### src/rtl/cp_pkg.sv
// Shared types and widths for the cp_if_stage fetch slice.
//   XLEN / INSTR_W : address and instruction widths
//   if_state_e     : fetch stage FSM states
//   fetch_entry_t  : one buffered instruction with its PC
package cp_pkg;

  localparam int unsigned XLEN    = 32;
  localparam int unsigned INSTR_W = 32;

  typedef enum logic [0:0] {
    BOOT,
    RUN
  } if_state_e;

  typedef struct packed {
    logic [INSTR_W-1:0] instr;
    logic [XLEN-1:0]    pc;
  } fetch_entry_t;

endpackage

### src/rtl/cp_sync_fifo.sv
// Synchronous FIFO with registered storage and an occupancy count.
//   clk, rst_n : clock, asynchronous active-low reset
//   flush      : empties the FIFO at the next edge (wins over push/pop)
//   push/wdata : write side; a push into a full FIFO is honoured only with a pop
//   pop/rdata  : read side; rdata is the current head
//   empty      : no entries held
//   count      : number of entries held (0..DEPTH)
// DEPTH must be a power of two so the pointers wrap naturally.
module cp_sync_fifo #(
  parameter int unsigned WIDTH = 64,
  parameter int unsigned DEPTH = 4,
  localparam int unsigned PTR_W = (DEPTH > 1) ? $clog2(DEPTH) : 1,
  localparam int unsigned CNT_W = $clog2(DEPTH) + 1
) (
  input  logic             clk,
  input  logic             rst_n,
  input  logic             flush,
  input  logic             push,
  input  logic [WIDTH-1:0] wdata,
  input  logic             pop,
  output logic [WIDTH-1:0] rdata,
  output logic             empty,
  output logic [CNT_W-1:0] count
);

  logic [WIDTH-1:0] mem_q [DEPTH];
  logic [PTR_W-1:0] wr_ptr_q, rd_ptr_q;
  logic [CNT_W-1:0] count_q, count_d;
  logic             push_ok, pop_ok;

  always_comb begin
    pop_ok  = pop && (count_q != '0);
    // A full FIFO still takes a push when the head leaves in the same cycle.
    push_ok = push && ((count_q < CNT_W'(DEPTH)) || pop_ok);
    count_d = count_q + CNT_W'(push_ok) - CNT_W'(pop_ok);
  end

  always_ff @(posedge clk or negedge rst_n) begin
    if (!rst_n) begin
      mem_q    <= '{default: '0};
      wr_ptr_q <= '0;
      rd_ptr_q <= '0;
      count_q  <= '0;
    end else if (flush) begin
      wr_ptr_q <= '0;
      rd_ptr_q <= '0;
      count_q  <= '0;
    end else begin
      if (push_ok) begin
        mem_q[wr_ptr_q] <= wdata;
        wr_ptr_q        <= wr_ptr_q + PTR_W'(1);
      end
      if (pop_ok) begin
        rd_ptr_q <= rd_ptr_q + PTR_W'(1);
      end
      count_q <= count_d;
    end
  end

  assign rdata = mem_q[rd_ptr_q];
  assign empty = (count_q == '0);
  assign count = count_q;

endmodule

### src/rtl/cp_if_stage.sv
// Instruction fetch stage: producer side of the IF->ID valid/ready handshake.
//   clk, rst_n              : clock, asynchronous active-low reset
//   imem_req_*              : in-order word fetch requests (valid/ready, addr)
//   imem_rsp_*              : in-order responses, never back-pressured
//   instr_*_id              : buffered instruction + PC towards ID (valid/ready)
//   redirect_*_ex           : redirect from EX; flushes and restarts at target
//   fetch_stall_cnt_o       : only with CP_IF_STALL_CNT_EN defined; counts RUN
//                             cycles where ID is ready but nothing is buffered
// Optional build macro: CP_IF_STALL_CNT_EN.
module cp_if_stage import cp_pkg::*; #(
  parameter logic [XLEN-1:0] RESET_PC        = 32'h0000_0000,
  parameter int unsigned     FIFO_DEPTH      = 4,
  parameter int unsigned     MAX_OUTSTANDING = 2
) (
  input  logic               clk,
  input  logic               rst_n,
  output logic               imem_req_valid_o,
  output logic [XLEN-1:0]    imem_req_addr_o,
  input  logic               imem_req_ready_i,
  input  logic               imem_rsp_valid_i,
  input  logic [INSTR_W-1:0] imem_rsp_data_i,
  output logic               instr_valid_id_o,
  input  logic               instr_ready_id_i,
  output logic [INSTR_W-1:0] instr_data_id_o,
  output logic [XLEN-1:0]    instr_pc_id_o,
  input  logic               redirect_valid_ex_i,
  input  logic [XLEN-1:0]    redirect_pc_ex_i
`ifdef CP_IF_STALL_CNT_EN
  ,
  output logic [31:0]        fetch_stall_cnt_o
`endif
);

  localparam int unsigned CNT_W = $clog2(FIFO_DEPTH) + 1;

  if_state_e        state_q, state_d;
  logic [XLEN-1:0]  pc_q, pc_d;
  logic [XLEN-1:0]  rsp_pc_q, rsp_pc_d;
  logic [CNT_W-1:0] outst_q, outst_d;
  logic [CNT_W-1:0] drop_q, drop_d;
  logic [CNT_W-1:0] fifo_count;
  logic [CNT_W:0]   credit_sum;
  logic             fifo_empty;
  logic             req_valid, req_fire, rsp_drop, rsp_push, id_fire;
  logic [XLEN-1:0]  redirect_target;
  fetch_entry_t     push_entry, head_entry;

  // Credits cover both in-flight requests and buffered entries, so every
  // response always finds a free FIFO slot.
  assign credit_sum = {1'b0, outst_q} + {1'b0, fifo_count};
  assign req_valid  = (state_q == RUN) && (outst_q < CNT_W'(MAX_OUTSTANDING)) &&
                      (credit_sum < (CNT_W + 1)'(FIFO_DEPTH));
  assign req_fire   = req_valid && imem_req_ready_i;
  assign rsp_drop   = imem_rsp_valid_i && (drop_q != '0);
  assign rsp_push   = imem_rsp_valid_i && !rsp_drop && !redirect_valid_ex_i;
  assign id_fire    = !fifo_empty && instr_ready_id_i;

  assign redirect_target = redirect_pc_ex_i & ~XLEN'(3);

  always_comb begin
    state_d = state_q;
    unique case (state_q)
      BOOT:    state_d = RUN;
      RUN:     state_d = RUN;
      default: state_d = BOOT;
    endcase
  end

  always_comb begin
    pc_d     = pc_q;
    rsp_pc_d = rsp_pc_q;
    drop_d   = drop_q;
    outst_d  = outst_q + CNT_W'(req_fire) - CNT_W'(imem_rsp_valid_i);
    if (redirect_valid_ex_i) begin
      pc_d     = redirect_target;
      rsp_pc_d = redirect_target;
      // Everything still in flight after this edge belongs to the old path,
      // including a request accepted right now; a response arriving now has
      // already been retired (dropped or discarded) by the decrement above.
      drop_d   = outst_d;
    end else begin
      if (req_fire) pc_d = pc_q + XLEN'(4);
      if (rsp_push) rsp_pc_d = rsp_pc_q + XLEN'(4);
      if (rsp_drop) drop_d = drop_q - CNT_W'(1);
    end
  end

  always_ff @(posedge clk or negedge rst_n) begin
    if (!rst_n) begin
      state_q  <= BOOT;
      pc_q     <= RESET_PC;
      rsp_pc_q <= RESET_PC;
      outst_q  <= '0;
      drop_q   <= '0;
    end else begin
      state_q  <= state_d;
      pc_q     <= pc_d;
      rsp_pc_q <= rsp_pc_d;
      outst_q  <= outst_d;
      drop_q   <= drop_d;
    end
  end

  assign push_entry = '{instr: imem_rsp_data_i, pc: rsp_pc_q};

  cp_sync_fifo #(
    .WIDTH($bits(fetch_entry_t)),
    .DEPTH(FIFO_DEPTH)
  ) u_fifo (
    .clk  (clk),
    .rst_n(rst_n),
    .flush(redirect_valid_ex_i),
    .push (rsp_push),
    .wdata(push_entry),
    .pop  (id_fire),
    .rdata(head_entry),
    .empty(fifo_empty),
    .count(fifo_count)
  );

  assign imem_req_valid_o = req_valid;
  assign imem_req_addr_o  = pc_q;
  assign instr_valid_id_o = !fifo_empty;
  assign instr_data_id_o  = head_entry.instr;
  assign instr_pc_id_o    = head_entry.pc;

`ifdef CP_IF_STALL_CNT_EN
  logic [31:0] stall_cnt_q;

  always_ff @(posedge clk or negedge rst_n) begin
    if (!rst_n) begin
      stall_cnt_q <= '0;
    end else if ((state_q == RUN) && instr_ready_id_i && fifo_empty &&
                 (stall_cnt_q != 32'hFFFF_FFFF)) begin
      stall_cnt_q <= stall_cnt_q + 32'd1;
    end
  end

  assign fetch_stall_cnt_o = stall_cnt_q;
`endif

endmodule

### config.mk
export PLATFORM = sky130hd
export DESIGN_NAME = cp_if_stage
export DESIGN_NICKNAME = d
export VERILOG_FILES = /design/src/rtl/cp_pkg.sv /design/src/rtl/cp_sync_fifo.sv /design/src/rtl/cp_if_stage.sv
export SDC_FILE = /design/constraint.sdc
export NUM_CORES = 1
export LEC_CHECK = 0
export ABC_AREA = 1
export CAP_MARGIN = 20
export CORE_ASPECT_RATIO = 0.9
export CORE_UTILIZATION = 50
export DETAILED_ROUTE_END_ITERATION = 10
export PLACE_DENSITY = 0.71
export SYNTH_ARGS = -nofsm -noshare
export SYNTH_HDL_FRONTEND = slang
export SYNTH_HIERARCHICAL = 1
export SYNTH_SLANG_ARGS = --single-unit
### constraint.sdc
create_clock -name clk -period 5.5 [get_ports clk]
set_input_delay 1.65 -clock clk [delete_from_list [all_inputs] [get_ports clk]]
set_output_delay 1.65 -clock clk [all_outputs]
set_load 0.005 [all_outputs]
==> After elaboration in Yosys (flattened, before gate mapping) <==
Cells that the tools add are included.
{ "classes": {"n_addsub": 10, "order_cmp": 6, "muxes": 17, "bitwise": 3, "n_reduce_logical": 23} }
{ "ops": {"columns": ["op", "n"], "rows": [
  ["256-bit bitwise mux", 1],
  ["64-bit 2-to-1 mux", 3],
  ["64-bit binary-select mux with 2-bit select", 1],
  ["64-bit demux with 2-bit select", 1],
  ["32-bit 2-to-1 mux", 4],
  ["32-bit by 3-bit adder with 32-bit output, second input constant", 2],
  ["1-bit logical AND", 10],
  ["2-bit nonzero test", 5],
  ["3-bit 2-to-1 mux", 3],
  ["2-bit 2-to-1 mux", 4],
  ["3-bit by 1-bit adder with 3-bit output", 2],
  ["3-bit greater-or-equal comparator, second input constant", 2],
  ["2-bit inverter with 3-bit output", 2],
  ["3-bit nonzero test", 2],
  ["3-bit by 1-bit subtractor with 3-bit output", 2],
  ["2-bit by 1-bit adder with 2-bit output, second input constant", 2],
  ["3-bit by 3-bit adder with 4-bit output", 1],
  ["4-bit by 3-bit less-than comparator with 1-bit output, second input constant", 1],
  ["1-bit zero test", 3],
  ["3-bit zero test", 1],
  ["3-bit by 1-bit less-than comparator with 1-bit output, second input constant", 1],
  ["3-bit by 2-bit less-than comparator with 1-bit output, second input constant", 1],
  ["3-bit less-than comparator, second input constant", 1],
  ["3-bit by 1-bit subtractor with 3-bit output, second input constant", 1],
  ["other kinds (3)", 3]
]} }
{ "word_totals": {"regBits": 334, "input_bits": 70, "out_inout_bits": 98, "word_cells": 71} }

==> Logic depth before layout (Yosys ltp) <==
Gate-level depths: netlist of the first run.
{ "logic_depth": {"depth_word": 9, "mapped_depth": 15} }

==> Cells and area by module <==
The synthesis of the first run kept the hierarchy.
{ "modules_own_cells": {"columns": ["module", "instances", "cells_each", "area_each_um2", "seq_area_each_um2"], "rows": [
  ["cp_sync_fifo", 1, 1559, 12733.5, 6581.3],
  ["cp_if_stage", 1, 706, 4730.8, 1676.6]
]} }

==> Least setup slack after synthesis of the first run <==
Ideal clock, no wire load.
{ "synth_path": {"kind": "input -> register", "from": "input port redirect_valid_ex_i", "to": "register u_fifo.count_q[2] (netlist: u_fifo/count[2])", "setup_time_ns": 0.117, "arrival_time_ns": 3.503, "slack_ns": 1.880, "stages": 12, "n_path_buf": 3, "cell_sequence": "buf_2 nor2_2 buf_2 buf_4 nand2_1 ha_1 inv_1 ha_1 inv_1 fa_1 nor2_1 nor2_1"} }
{ "synth_between": {"elab_chain_cells": 6} }
{ "synth_lines": {"columns": ["element", "line", "rtl"], "rows": [
  ["from (decl)", "cp_if_stage.sv:26", "input logic redirect_valid_ex_i,"],
  ["1-bit zero test", "cp_if_stage.sv:55", "assign rsp_push = imem_rsp_valid_i && !rsp_drop && !redirect_valid_ex_i;"],
  ["1-bit logical AND", "cp_if_stage.sv:55", null],
  ["via rsp_push", "cp_if_stage.sv:44", "logic req_valid, req_fire, rsp_drop, rsp_push, id_fire;"],
  ["1-bit logical AND", "cp_sync_fifo.sv:34", "push_ok = push && ((count_q < CNT_W'(DEPTH)) || pop_ok);"],
  ["3-bit by 1-bit adder with 3-bit output", "cp_sync_fifo.sv:35", "count_d = count_q + CNT_W'(push_ok) - CNT_W'(pop_ok);"],
  ["3-bit by 1-bit subtractor with 3-bit output", "cp_sync_fifo.sv:35", null],
  ["3-bit 2-to-1 mux", "cp_sync_fifo.sv:44", "end else if (flush) begin"],
  ["to (signal assigned)", "cp_sync_fifo.sv:56", "count_q <= count_d;"],
  ["to (decl)", "cp_sync_fifo.sv:28", "logic [CNT_W-1:0] count_q, count_d;"]
]} }
The timed path passes the listed nets, and every way through them passes these cells.
A chain may end at the register's enable or synchronous reset.

==> Final worst setup path of the first run <==
{ "layout_path": {"from": "register u_fifo.rd_ptr_q[1]", "to": "output port instr_pc_id_o[14]"} }
{ "layout_between": {"elab_chain_cells": 4} }
{ "layout_lines": {"columns": ["element", "line", "rtl"], "rows": [
  ["from (decl)", "cp_sync_fifo.sv:27", "logic [PTR_W-1:0] wr_ptr_q, rd_ptr_q;"],
  ["from (signal assigned)", "cp_sync_fifo.sv:54", "rd_ptr_q <= rd_ptr_q + PTR_W'(1);"],
  ["2-bit inverter with 3-bit output (implied by the code)", "cp_sync_fifo.sv:60", "assign rdata = mem_q[rd_ptr_q];"],
  ["64-bit binary-select mux with 2-bit select", "cp_sync_fifo.sv:60", null],
  ["64-bit 2-to-1 mux (implied by the code) (2 in series)", "cp_sync_fifo.sv:60", null],
  ["to (decl)", "cp_if_stage.sv:25", "output logic [XLEN-1:0] instr_pc_id_o,"]
]} }
No other way between the ends. The select of a mux whose other input is x is not followed.

==> results.md, run 1 <==
* Status: finished clean
* Die area at 35,700 sq um
* I/O Pins at 168
* Final min period at around 4.6 ns
* Worst Tran Pin Value at 0.953 ns
* Row cnt at between 60 and 70
* CP required at 3.85 ns
* Setup slack, reg-to-reg at 2.50 ns
* Count leader, synth: nand2_1
* HP Class: reg2reg
* Crit Path Class: reg2out
* Async S/R FF share, synth at between 90% and 100%
* Placer Congestion at 0.904
* EDFF count, synth at 0
* Yosys warning count at 6
* TritonRoute pass-1 iters at 6
* Post-DP HPWL at roughly 30,000 um
* Die width at 199 um
* Hold Path Sink: u_fifo/mem_q[107]
* Adder-cell share of the synthesized area at 1.30%
* Setup TNS at 0 ns
* Max_slew headroom at 36.4%
* Number of global-route vias before repair at between 15,000 and 20,000
* Worst Path Max Fanout at 38
* Clock transition at path regs at 0.06 ns
* Core Region at 34,200 sq um
* Fill cell count at 3,058
* Number of instances in the placed design at 2,760
* Largest family of logic cells by synthesized area: simple AND/OR/NAND/NOR gates
* Total Wirelength at 51,800 um
* Cells after synthesis at 2,265
* Largest stage delay, worst path at around 0.73 ns
* Clock sinks at 330
* Register area share after synthesis at 47.3%
* Slowest cell on crit path: dfrtp_2
* Min-delay src: u_fifo/mem_q[107]
* Postcts setup bufs at 0
* CP startpoint kind: flip-flop
* Mux cell area share after synthesis at 0%
* 1st-iter DRT viols at roughly 1,700
* Cts bufs inserted at 37
* Flops & latches, synth at 330
* Vias at 16,608
* Xor/xnor cell area share of the yosys netlist at 1.00%
* Reg2reg start: drop_q[0]
* Simple-gate share of the synthesized area at about a third
* # DRC at 0
* GRT Overall Usage at 29.5%
* Post-synth top area cell: dfrtp_1
* Fmax at between 0.2 and 0.25 GHz
* Routed Antenna Nets at 0
* Setup crit start: u_fifo/rd_ptr_q[1]
* Hold_ws at 0.472 ns
* Final nets at roughly 2,400
* Mean Syn Cell Area at 7.71 sq um
* Crit-path cells: inv_2 > buf_4 > o21ai_1 > o22ai_1 > clkdlybuf4s50_1
* Worst flop-to-flop path endpoint: u_fifo/mem_q[164]
* Drt wl/cell at 18.3 um
* Share of layout cells above drive strength 1 at 5.67%
* Most common flop cell mapped by yosys: dfrtp_1
* Slew Limit Fails at 0
* CTS H-tree depth at 2
* Netlist cell types at 45
* GRT overflow at 0
* Leakage power at a little over 10 nW
* Final Hold Fails at 0
* Initial core utilization at about half
* Clock Latency Late Sink at about 0.55 ns
* Mapped Area at approximately 17,000 sq um
* Clock root buffer: clkbuf_16
* Most common library cells after synthesis: 780 x nand2_1, 330 x dfrtp_1, 267 x nand4_1
* First-pass GRT wire length at 83,500 um
* Ranking of synthesized cells by area: dfrtp_1 47%, nand2_1 17%, nand4_1 9.6%
* Layout area overhead at 17.7%
* Max Cap Viol at 0
* Initial antenna violation count at 0
* Compound-Gate Fraction of Synth Area at between 8 and 9%
* WHS Path Cells at 2
* Final Non-Filler Cells at 2,825
* Data arrival, critical path at 2.92 ns
* Utilization after layout at between 60% and 70%
* Final clock skew at 0.0269 ns
* R2R cell count at 9
* Post-CTS sizing at 0
* Fin crit share at between 80 and 90%
* Clk buf depth at 3
* Pwr/cell area at 362 nW/um^2
* Worst setup EP type: output port
* Count of buffers from port buffering at 163
* CTS tree: done
* Share of the synthesized area in the top cell type at 47.3%
* Die height at 179 um
* Setup-violating endpoint count in the final report at 0
* Worst VDD drop at 224 uV
* Pin count of the biggest net entering global routing at 166
* RSZ-0062 raised after global routing: no
* Hold buffer count at CTS at 0
* Diode count at 0
* Vias per inst at 5.88
==> worst max-delay path by stage <==
stage,cells past startpoint,endpoint,slack (ns)
4_1_cts,5,instr_pc_id_o[13],0.93
6_report,5,instr_pc_id_o[14],0.93
2_1_floorplan,12,u_fifo/count[2],1.88
3_5_place_dp,9,u_fifo/wr_ptr_q[0],1.05
3_3_place_gp,8,u_fifo/mem_q[98],1.08
5_1_grt,4,instr_pc_id_o[8],0.87
==> cells in the final DEF, fill, tap and decap left out, types with 15 or more instances in the layout <==
cell type        count
buf_4               17
clkbuf_16           37
clkdlybuf4s50_1    161
dfrtp_1            328
inv_1              107
nand2_1            780
nand3_1             55
nand4_1            267
nor2_1             192
nor3_1              15
o21ai_0            128
o21ai_1             41
o22ai_1             65
==> per-layer routing <==
metal  share of wire (%)  global-route usage (%)  up-vias
met5                   0                       0        -
met4                 3.0                    11.0        0
met3                 8.7                    4.21      101
met2                  46                    46.9      832
met1                  42                    41.1     7941
li1                    -                       -     7734
==> kinds of logic (layout without fill, tap and decap cells) <==
family | Yosys count | after routing
other | 2 | 11
XOR/XNOR | 20 | 20
AO/OA/AOI/OAI | 264 | 264
AND/OR/NAND/NOR | 1348 | 1348
buffers and inverters | 284 | 373
flip-flops | 330 | 330
adder cells (fa/ha/maj) | 17 | 17
==> area by class of cell <==
cell class	count	area [sq um]	area share [%]
sequential	330	8260	40.2
multi-input combinational	1660	7980	38.8
timing repair buffer	192	2000	9.73
clock buffer	52	1040	5.07
tap	462	578	2.81
inverter	116	444	2.16
clock inverter	13	245	1.19
==> where the power goes <==
part	switching (W)	total (W)	internal (W)	leakage, nW
Clock	0.00102	0.00263	0.00161	0.629
Sequential	0.000305	0.00307	0.00277	4.42
Combinational	0.000921	0.00175	0.000824	5.31
==> through the flow <==
step / instance area [sq um] / setup slack, ns / total power, W
after CTS: 20600 / 0.931 / 0.00749
after detailed placement: 19300 / 1.05 / 0.00484
after global routing: 20600 / 0.870 / 0.00784
after global placement: 19300 / 1.08 / 0.00480
final: 20600 / 0.927 / 0.00745
after floorplan: 17500 / 1.88 / 0.00394
==> sequential cells by signal (all words and copies together), names as in the netlist <==
register / cells
u_fifo/wr_ptr_q: 2
rsp_pc_q: 30
state_q: 1
u_fifo/mem_q: 256
imem_req_addr_o: 30
u_fifo/rd_ptr_q: 2
u_fifo/count: 3
drop_q: 3
outst_q: 3
==> critical path, delay by kind of cell, from the launching register on <==
family                 cells  cell delay, ns
AO/OA/AOI/OAI              2            0.47
buffers and inverters      3            1.17
flip-flops                 1            0.73
Power figures use the tool's default switching activity.
==> run 2: changes to the inputs <==
- clock period: 5.5 -> 4.6 ns (I/O delays scaled with it)
==> run 2 against run 1 <==
Effect of this change: cell count hardly changed; clock power is 16% higher; cell area is 0.43% lower; core utilization is 0.26 points lower; via count is 0.98% lower; critical endpoint is now instr_pc_id_o[13]; highest routed layer is now met5.
==> results.md, run 2 (synthesized netlist as in run 1, its figures left out) <==
* Routed Antenna Nets at 0 (unchanged)
* First-pass GRT wire length at 83,300 um (was 83,500 um)
* Clk buf depth at 3 (unchanged)
* Worst Tran Pin Value at 0.980 ns (was 0.953 ns)
* Leakage power at 10.3 nW (was 10.4 nW)
* Die width at 199 um (unchanged)
* Diode count at 0 (unchanged)
* Met1 Usage GRT at 41.5% (was 41.1%)
* Worst VDD drop at 258 uV (was 224 uV)
* Data arrival, critical path at 2.99 ns (was 2.92 ns)
* Clock Latency Late Sink at 0.53 ns (was 0.55 ns)
* R2R cell count at 14 (was 9)
* Placed Area at 19,200 sq um (was 19,300 sq um)
* Clock sinks at 330 (unchanged)
* TritonRoute pass-1 iters at 6 (unchanged)
* GR met3 Demand/Resource at 3.65% (was 4.21%)
* Clock transition at path regs at 0.06 ns (about the same)
* Share of layout cells above drive strength 1 at 5.80% (was 5.67%)
* Max_slew headroom at 34.7% (was 36.4%)
* CP startpoint kind: flip-flop (unchanged)
* Critical path endpoint: instr_pc_id_o[13] (was instr_pc_id_o[14])
* 1st-iter DRT viols at 1,565 (was 1,661)
* Placer Congestion at 0.914 (was 0.904)
* GRT Overall Usage at 29.2% (was 29.5%)
* Clock root buffer: clkbuf_16 (unchanged)
* Vias at 16,445 (was 16,608)
* Status: finished clean (unchanged)
* Top reg by flops: u_fifo/mem_q (unchanged)
* Worst flop-to-flop path endpoint: u_fifo/count[2] (was u_fifo/mem_q[164])
* Fill cell count at 3,074 (was 3,058)
* Initial core utilization at 51.1% (unchanged)
* Met2 usage at 47.2% (was 46.9%)
* Drt wl/cell at 18.4 um (was 18.3 um)
* Total Wirelength at 51,900 um (was 51,800 um)
* Initial antenna violation count at 1 (was 0)
* Hold buffer count at CTS at 0 (unchanged)
* CP required at 3.22 ns (was 3.85 ns)
* Max FFs per register at 256 (unchanged)
* Setup-violating endpoint count in the final report at 0 (unchanged)
* Final Cell Area at 20,500 sq um (was 20,600 sq um)
* Vias per inst at 5.82 (was 5.88)
* Pin count of the biggest net entering global routing at 182 (was 166)
* Fmax at between 0.2 and 0.25 GHz
* GRT overflow at 0 (unchanged)
* Setup slack, reg-to-reg at 1.82 ns (was 2.50 ns)
* Post-CTS sizing at 0 (unchanged)
* Busiest grt layer: met2 (unchanged)
* Worst setup EP type: output port (unchanged)
* Number of global-route vias before repair at 15,545 (was 15,772)
* Commonest cells after routing, fill and taps aside: 780 x nand2_1, 328 x dfrtp_1, 267 x nand4_1 (unchanged)
* Layout area overhead at 17.2% (was 17.7%)
* Setup TNS at 0 ns (unchanged)
* Cts bufs inserted at 36 (was 37)
* Post-DP HPWL at 28,800 um (was 30,000 um)
* Final min period at 4.37 ns
* CTS tree: done (unchanged)
* Count of buffers from port buffering at 163 (unchanged)
* RSZ-0062 raised after global routing: no (unchanged)
* Die height at 179 um (unchanged)
* Most common cell after layout, fill and taps aside: nand2_1 (unchanged)
* Fin crit share at 95.1%
* Postcts setup bufs at 0 (unchanged)
* Die area at 35,700 sq um (unchanged)
* Final Hold Fails at 0 (unchanged)
* Worst Path Max Fanout at 66 (was 38)
* I/O Pins at 168 (unchanged)
* Core Region at 34,200 sq um (unchanged)
* Final clock skew at 0.0217 ns (was 0.0269 ns)
* Crit Path Class: reg2out (unchanged)
* CTS H-tree depth at 2 (unchanged)
* # DRC at 0 (unchanged)
* Slew Limit Fails at 0 (unchanged)
* Pwr/cell area at 430 nW/um^2 (was 362 nW/um^2)
* HP Class: reg2reg (unchanged)
* Max Cap Viol at 0 (unchanged)
* Final nets at 2,422 (was 2,424)
* Setup crit start: u_fifo/rd_ptr_q[0] (was u_fifo/rd_ptr_q[1])
* Reg2reg start: u_fifo/count[2] (was drop_q[0])
* Row cnt at 64 (unchanged)
run 2: cell count changes in the layout (fill, tap and decap cells not counted), sizes merged:
cell,before,now
buf,31,30
bufinv,6,5
clkbuf,52,47
clkinv,6,9
clkinvlp,0,3
run 2: final cells by class:
class / instances / area [sq um] / share of cell area [%]
Clock buffer: 47 / 1010 / 4.95
Inverter: 116 / 444 / 2.17
Multi-Input combinational cell: 1660 / 7980 / 39.0
Tap cell: 462 / 578 / 2.82
Clock inverter: 18 / 230 / 1.12
Timing Repair Buffer: 191 / 1950 / 9.55
Sequential cell: 330 / 8260 / 40.4
run 2: stage by stage:
| stage | std cells | power [W] | setup WS, ns | hold WS, ns | utilization, % |
|---|---|---|---|---|---|
| 2_1_floorplan | 2274 | 0.00471 | 1.25 | 0.444 | - |
| 3_3_place_gp | 2759 | 0.00573 | 0.805 | 0.457 | 56.2 |
| 3_5_place_dp | 2759 | 0.00578 | 0.781 | 0.460 | 56.2 |
| 4_1_cts | 2824 | 0.00884 | 0.232 | 0.477 | 59.9 |
| 5_1_grt | 2824 | 0.00925 | 0.152 | 0.488 | 59.9 |
| 6_report | 2824 | 0.00880 | 0.228 | 0.475 | 59.9 |
run 2: worst min-delay path by stage:
| stage | startpoint | to | slack [ns] | cells past startpoint |
|---|---|---|---|---|
| floorplan | u_fifo/mem_q[100] | u_fifo/mem_q[100] | 0.44 | 2 |
| global placement | u_fifo/mem_q[103] | u_fifo/mem_q[103] | 0.46 | 2 |
| detailed placement | u_fifo/mem_q[188] | u_fifo/mem_q[188] | 0.46 | 2 |
| CTS | u_fifo/mem_q[100] | u_fifo/mem_q[100] | 0.48 | 2 |
| global route | u_fifo/mem_q[129] | u_fifo/mem_q[129] | 0.49 | 2 |
| finish | u_fifo/mem_q[94] | u_fifo/mem_q[94] | 0.47 | 2 |
run 2: worst max-delay path, cell delays in order, from the launching register on:
cell             delay, ns
dfrtp_4               0.77
inv_4                 0.35
buf_4                 0.34
o21ai_1               0.09
o22ai_1               0.31
clkdlybuf4s50_1       0.59
run 2: per-layer routing:
metal / part of all wire (%) / vias to the layer above
met5: 0.025 / -
met4: 2.2 / 2
met3: 7.2 / 86
met2: 46 / 704
met1: 44 / 7941
li1: - / 7712
run 2: where the power goes:
group | total, W | switching (W) | internal (W) | leakage, nW
combinational | 0.00207 | 0.00109 | 0.000980 | 5.28
clock | 0.00305 | 0.00121 | 0.00184 | 0.609
sequential | 0.00367 | 0.000365 | 0.00331 | 4.42
==> patch, RTL diff (flow settings as in run 2) <==
The option `CP_IF_STALL_CNT_EN` is turned on by a define.
--- a/src/rtl/cp_if_stage.sv
+++ b/src/rtl/cp_if_stage.sv
@@ -7,6 +7,8 @@
 //   fetch_stall_cnt_o       : only with CP_IF_STALL_CNT_EN defined; counts RUN
 //                             cycles where ID is ready but nothing is buffered
 // Optional build macro: CP_IF_STALL_CNT_EN.
+`define CP_IF_STALL_CNT_EN
+
 module cp_if_stage import cp_pkg::*; #(
   parameter logic [XLEN-1:0] RESET_PC        = 32'h0000_0000,
   parameter int unsigned     FIFO_DEPTH      = 4,
Behaviour (old outputs only; new: fetch_stall_cnt_o): no difference found for any inputs over 4 cycles, from zero or initial values and one cycle with rst_n low; that may be too few to reach the edited logic, so the function may still have changed.
==> patch against run 2 <==
  * Hold slack worse by 2.6 ps
  * Clock power up 5%
  * Utilization up 0.79 points
  * Total power up 10%
  * Worst setup slack better by 23 ps
  * Routed wire length up 11%
  * Fmax up 0.52%
  * Area after synthesis up 11%
  * Sequential share of layout area down 0.67 points
  * Cell area up 12%
  * Global-route usage up 0.056 points
  * Critical path depth unchanged
  * Sequential cell count up 32
  * Highest routed layer is now met4
==> patch: results (changes against run 2) <==
* Status: complete, no violations
* DRT Wirelength at 57900 um (+11%)
* Hold Path Sink: u_fifo/mem_q[84]
* Largest Register: u_fifo/mem_q
* Max_slew headroom at 0.364 (+0.0175)
* Worst Hold Class: flip-flop to flip-flop
* Data arrival, critical path at 2970 ps (-20 ps)
* PostCTS Resize Cnt at 0 (unchanged)
* FFs w/ async S/R, synth at 1.00 (unchanged)
* Post-Place Cell Area at 21500 um^2 (+12%)
* GRT Total Usage at 0.293 (+0.000562)
* Lkg Pwr at 11.3 nW (+9.4%)
* Mapped Avg Cell Area at 7.59 um^2 (-1.6%)
* Reg2reg path depth at 15 (+1)
* Number of global-route vias before repair at 18.0k (+16%)
* Top cells by area, synth: dfrtp_1, nand2_1, nand4_1
* Worst Path Max Fanout at 72 (+9.1%)
* Placed Cells at 3099 (+12%)
* Setup ws final at 250 ps (+22.5 ps)
* ANT nets after route at 0 (unchanged)
* Max layer used: met4
* Worst hold slack at 472 ps (-2.64 ps)
* Slowest stage delay, CP at 680 ps (-90 ps)
* Initial drt markers at 1787 (+14%)
* Reg2reg end: u_fifo/count[2]
* Largest net degree at the start of global routing at 109 (-40%)
* Port Buf Inserts at 195 (+20%)
* Drt first pass iters at 5 (-1)
* WL met3 at 4220 um (+13%)
* CP startpoint: u_fifo/rd_ptr_q[0]
* Inserted Clock Buffers at 40 (+11%)
* WL met1 at 25000 um (+9.0%)
* Layout cell share with drive strength beyond 1 at 0.0492 (-0.00882)
* Register area share after synthesis at 0.469 (-0.00421)
* Worst Clk Skew at 19.1 ps (-2.64 ps)
* DR vias at 18.5k (+13%)
* Gpl congestion at 0.916 (+0.25%)
* Antenna violations before repair at 0 (-1)
* Worst vdd ir at 0.307 mV (+19%)
* Nets at 2746 (+13%)
* Reg2Reg Setup Slack at 1760 ps (-60 ps)
* Largest register FFs at 256 (unchanged)
* Min-delay src: u_fifo/mem_q[84]
* DR vias/cell at 5.85 (+0.40%)
* Met2 Wirelength at 27200 um (+13%)
* CP endpoint: instr_data_id_o[27]
* Synth top cells by count: nand2_1, dfrtp_1, nand4_1
* Worst slack at placement at 497 ps (-284 ps)
* Hpwl dp at 34700 um (+20%)
* Global-route wire length before repair at 94000 um (+13%)
* Reg2reg start: drop_q[0]
* Clk root buf: clkbuf_16
## patch: routing by layer
metal | global-route usage | up-vias
li1 | - | 8716
met1 | 0.406 | 8955
met2 | 0.470 | 737
met3 | 0.0435 | 109
met4 | 0.101 | 0
met5 | 0 | -
## patch: area by class of cell
class	instances	area (um^2)
Fill cell	3368	14800
Clock inverter	10	128
Clock buffer	58	1160
Sequential cell	362	9060
Tap cell	483	604
Multi-Input combinational cell	1902	9000
Timing Repair Buffer	234	2420
Inverter	118	453
## patch: cell families (layout without fill, tap and decap cells)
group | Yosys count | count (layout) | share of synthesized area
xor+xnor | 41 | 41 | 0.0186
other cells | 2 | 11 | 0.000389
fa+ha+maj | 18 | 18 | 0.0124
buf+inv | 293 | 420 | 0.0698
compound gates | 263 | 263 | 0.0759
flops | 362 | 362 | 0.469
simple gates | 1569 | 1569 | 0.354
## patch: power breakdown
part	internal, mW	switching (mW)
Combinational	1.11	1.29
Sequential	3.66	0.452
Clock	1.91	1.29
Total	6.68	3.03
